[src/rtl/widen_rr_sched.sv]
// Round-robin scheduler sharing one sign/zero-extending width converter between NREQ requesters.
// The winning value is widened and held in a single output register behind valid/ready.
module widen_rr_sched #(
  parameter int unsigned NREQ  = 4,
  parameter int unsigned IN_W  = 4,
  parameter int unsigned OUT_W = 8,
  localparam int unsigned SRC_W = (NREQ > 1) ? $clog2(NREQ) : 1
) (
  input  logic                   clk,
  input  logic                   rst_n,
  input  logic [NREQ-1:0]        req_valid,
  input  logic [NREQ-1:0]        req_signed,
  input  logic [NREQ*IN_W-1:0]   req_data,
  output logic [NREQ-1:0]        req_ready,
  output logic                   out_valid,
  input  logic                   out_ready,
  output logic [OUT_W-1:0]       out_data,
  output logic [SRC_W-1:0]       out_src,
  output logic [15:0]            grant_cnt
);

  typedef enum logic [0:0] {StEmpty, StFull} state_e;

  state_e             state_q, state_d;
  logic [SRC_W-1:0]   ptr_q, ptr_d;
  logic [SRC_W-1:0]   out_src_q;
  logic [OUT_W-1:0]   out_data_q;
  logic [15:0]        grant_cnt_q;

  logic               space;
  logic               grant;
  logic               winner_vld;
  logic [SRC_W-1:0]   winner_idx;
  logic [IN_W-1:0]    sel_data;
  logic               sel_signed;
  logic [OUT_W-1:0]   ext_data;

  // Space exists when the register is free or is being drained this cycle.
  assign space = (state_q == StEmpty) || out_ready;

  // Rotating priority search: first valid requester at or after ptr, wrapping.
  always_comb begin
    logic [31:0]      idx;
    logic [SRC_W-1:0] idx_s;
    winner_vld = 1'b0;
    winner_idx = '0;
    idx        = '0;
    idx_s      = '0;
    for (int unsigned k = 0; k < NREQ; k++) begin
      idx   = (32'(ptr_q) + k) % NREQ;
      idx_s = SRC_W'(idx);
      if (!winner_vld && req_valid[idx_s]) begin
        winner_vld = 1'b1;
        winner_idx = idx_s;
      end
    end
  end

  assign grant     = space && winner_vld;
  assign req_ready = grant ? (NREQ'(1) << winner_idx) : '0;

  assign sel_data   = req_data[winner_idx*IN_W +: IN_W];
  assign sel_signed = req_signed[winner_idx];
  assign ext_data   = {{(OUT_W - IN_W){sel_signed & sel_data[IN_W-1]}}, sel_data};

  always_comb begin
    ptr_d = ptr_q;
    if (grant) begin
      ptr_d = (winner_idx == SRC_W'(NREQ - 1)) ? '0 : winner_idx + 1'b1;
    end
  end

  // FSM: state register
  always_ff @(posedge clk or negedge rst_n) begin
    if (!rst_n) begin
      state_q <= StEmpty;
    end else begin
      state_q <= state_d;
    end
  end

  // FSM: next state
  always_comb begin
    state_d = state_q;
    unique case (state_q)
      StEmpty: begin
        if (grant) state_d = StFull;
      end
      StFull: begin
        if (grant)          state_d = StFull;
        else if (out_ready) state_d = StEmpty;
      end
      default: state_d = StEmpty;
    endcase
  end

  // FSM: outputs
  always_comb begin
    out_valid = (state_q == StFull);
  end

  always_ff @(posedge clk or negedge rst_n) begin
    if (!rst_n) begin
      ptr_q       <= '0;
      out_src_q   <= '0;
      out_data_q  <= '0;
      grant_cnt_q <= '0;
    end else begin
      ptr_q <= ptr_d;
      if (grant) begin
        out_src_q   <= winner_idx;
        out_data_q  <= ext_data;
        grant_cnt_q <= grant_cnt_q + 16'd1;
      end
    end
  end

  assign out_data  = out_data_q;
  assign out_src   = out_src_q;
  assign grant_cnt = grant_cnt_q;

  a_grant_onehot : assert property (@(posedge clk) disable iff (!rst_n)
    $onehot0(req_ready));

  a_hold_stable : assert property (@(posedge clk) disable iff (!rst_n)
    (out_valid && !out_ready) |=> (out_valid && $stable(out_data) && $stable(out_src)));

  a_no_grant_when_blocked : assert property (@(posedge clk) disable iff (!rst_n)
    (out_valid && !out_ready) |-> (req_ready == '0));

endmodule

[config.mk]
export PLATFORM = sky130hd
export DESIGN_NAME = widen_rr_sched
export DESIGN_NICKNAME = d
export VERILOG_FILES = /design/src/rtl/widen_rr_sched.sv
export SDC_FILE = /design/constraint.sdc
export NUM_CORES = 1
export LEC_CHECK = 0
export CORE_MARGIN = 5
export CORE_UTILIZATION = 30
export DETAILED_ROUTE_END_ITERATION = 16
export MAX_ROUTING_LAYER = met4
export REMOVE_ABC_BUFFERS = 1
export SYNTH_ARGS = -nofsm -noshare
export SYNTH_HDL_FRONTEND = slang
export SYNTH_SLANG_ARGS = --single-unit
[constraint.sdc]
create_clock -name clk -period 3 [get_ports clk]
set_clock_uncertainty 0.15 [all_clocks]
set_input_delay 0.75 -clock clk [delete_from_list [all_inputs] [get_ports clk]]
set_output_delay 0.75 -clock clk [all_outputs]
set_load 0.01 [all_outputs]
==> metrics.txt <==
CP Data Required Time about 2100 ps; Initial Utilization roughly 31%; First DRT Iteration DRCs ~60; Reg clk slew, reported paths around 100 ps; Final HPWL DP approximately 2.7 mm; Worst Path Max Fanout 5; Worst-Margin Slew roughly 360 ps; Unique masters post-synth 32; I/O Buffers 57; max-cap violation count 0; Buf+Inv Stages, Crit Path 4; slowest stage delay, CP about 260 ps; type of origin of the critical path input port; Layout fillers 392; routability cong. 0.809; CP most frequent cell buf_4; Leak 0.000978 µW; Core Area about 4400 µm²; CTS root buffer clkbuf_8; Post-Syn Instances around 140; CTS buffer count 3; Top FF cell, synth dfrtp_1; TritonCTS Sinks 26; Final min period between 2000 and 3000 ps; RSZ-0062 raised after global routing no; n_diodes 0; grt ovf 0; DP Area 2050 µm²; Antenna Nets Post-Route 0; Die W between 70 and 80 µm; initial antenna violation count 0; outcome finished, final reports clean; average wire per standard cell approximately 14 µm; via count between 1,000 and 1,500; clk_lat worst skew about 270 ps; first-pass GRT wire length approximately 6.2 mm; H-tree Lvls 1; Post-Syn Area around 1400 µm²; total design power ~1400 µW; PD cells about 670 nW/µm²; DR DRC count 0; CP Cell Sequence dlygate4sd2_1 > buf_4 > nor4_2 > buf_4 > a21oi_4 > and3_1 > clkdlybuf4s15_2; Critical Path Slowest Stage Cell dlygate4sd2_1; most common cell after layout, fill and taps aside clkdlybuf4s50_1; Final Hold Viols 0; fraction of layout cells with a size suffix above 1 16.3%; Post-Layout Inst Area approximately 2100 µm²; register area share after synthesis between 40 and 50%; Avg Vias per Cell between 4 and 5; CTS tree done; I/O pin total slightly below 60; Final #Nets between 200 and 250; Rel. slew slack 76.0%; Die Y-Extent 77.5 µm; DRT Pass-1 Iters 4; Routed WL between 3 and 4 mm; VDD IR-drop max between 0.4 and 0.5 mV; Final setup viols 0; Hold Crit Class flip-flop to flip-flop; Final Core Density between 40% and 50%; Worst Path Class, Setup input port to output port; vias in the first global route 1,362; R2R setup slack 1130 ps; Seq cells post-synth 26; largest net degree at the start of global routing 27; Post-synth EDFFs 0; asr flop ratio synth 100%; global-route usage over all layers around 13%; commonest cells after routing, fill and taps aside clkdlybuf4s50_1 (49), nand2_1 (27), dfrtp_1 (26); Syn Area/Cell between 10 and 15 µm²; period utilization a little under 100%; Std-Cell Rows 24; WP data arrival ~2000 ps; clock buffer depth 2; Slew Viols, Final 0; f_max 341 MHz; area delta synth->final 56.9%; Die ar. 6010 µm²; Synth warnings 0; CP Capture Type output port; kind of cell adding the most delay to the critical path buffers and inverters
==> synth_stat cells (2+ instances only) <==
master,number,share of area [%]
a21oi_1,3,1.1
and3_1,5,2.3
buf_4,3,1.6
buf_6,2,1.6
dfrtp_1,26,48
inv_1,4,1.1
mux2_2,2,1.6
mux2i_1,8,5.9
nand2_1,27,7.4
nand2b_1,2,0.91
nand3_1,4,1.5
nand4_1,4,1.8
nor2_1,6,1.6
nor3_1,4,1.5
o221ai_1,4,2.6
xnor2_1,10,6.4
xor2_1,6,3.8
==> cell type report <==
type                       count  area [µm²]  area share, %
tap                           52        65.1           3.03
timing repair buffer          70         653           30.4
inverter                       4        15.0          0.699
sequential                    26         651           30.3
clock inverter                 1        30.0           1.40
multi-input combinational     99         692           32.2
clock buffer                   3        41.3           1.92
==> worst reg2reg max path, stage by stage (launching register included) <==
cell and delay [ps]:
dfrtp_1 420, nand2b_1 200, a21oi_2 180, a211o_4 140, buf_4 200, mux2_2 360, o221ai_2 150
==> state kept, by name (all words and copies together) (netlist names) <==
signal	count
ptr_q	2
grant_cnt	16
out_src	2
out_valid	1
out_data	5
==> cell families after synthesis <==
logic type,Yosys count,share of synthesized area [%]
simple gates,58,20.5
flops,26,47.5
xor+xnor,16,10.2
compound gates,14,8.59
buf+inv,10,4.75
mux,10,7.50
fa+ha+maj,1,0.914
==> per-layer routing <==
layer / share of wire [%] / GRT usage [%]
met5: 0 / -
met4: 0 / 2.06
met3: 7.9 / 4.28
met2: 51 / 22.3
met1: 41 / 13.7
==> power breakdown <==
group          internal (µW)  leakage (µW)  total, µW  switching (µW)
Clock                    178     0.0000357        292             114
Combinational            355      0.000610        610             255
Sequential               437      0.000332        541             103
Total                    971      0.000978       1440             472
==> worst paths after layout <==
check,cells after the start,end,from
setup / recovery,7,req_ready[2],req_valid[1]
max in group asynchronous,2,grant_cnt[6],rst_n
hold reg to reg,1,grant_cnt[15],grant_cnt[15]
min in group asynchronous,2,ptr_q[1],rst_n
setup reg to reg,6,out_data[4],ptr_q[0]
hold / removal,1,grant_cnt[15],grant_cnt[15]
==> per-stage QoR <==
step	std cells	setup slack, ps	hold slack [ps]	TNS [ps]
2_1_floorplan	129	366	304	0
3_3_place_gp	251	-438	312	-1690
3_5_place_dp	251	-506	318	-1870
4_1_cts	255	79.4	340	0
5_1_grt	255	7.91	362	0
6_report	255	65.4	336	0
==> what timing repair did <==
action	4_1_cts	5_1_grt
endpoints found under the setup margin	4	0
buffers inserted	0	0
gates resized for setup	27	0
hold buffers	0	0
No activity file was read; power rests on OpenSTA's default activity.
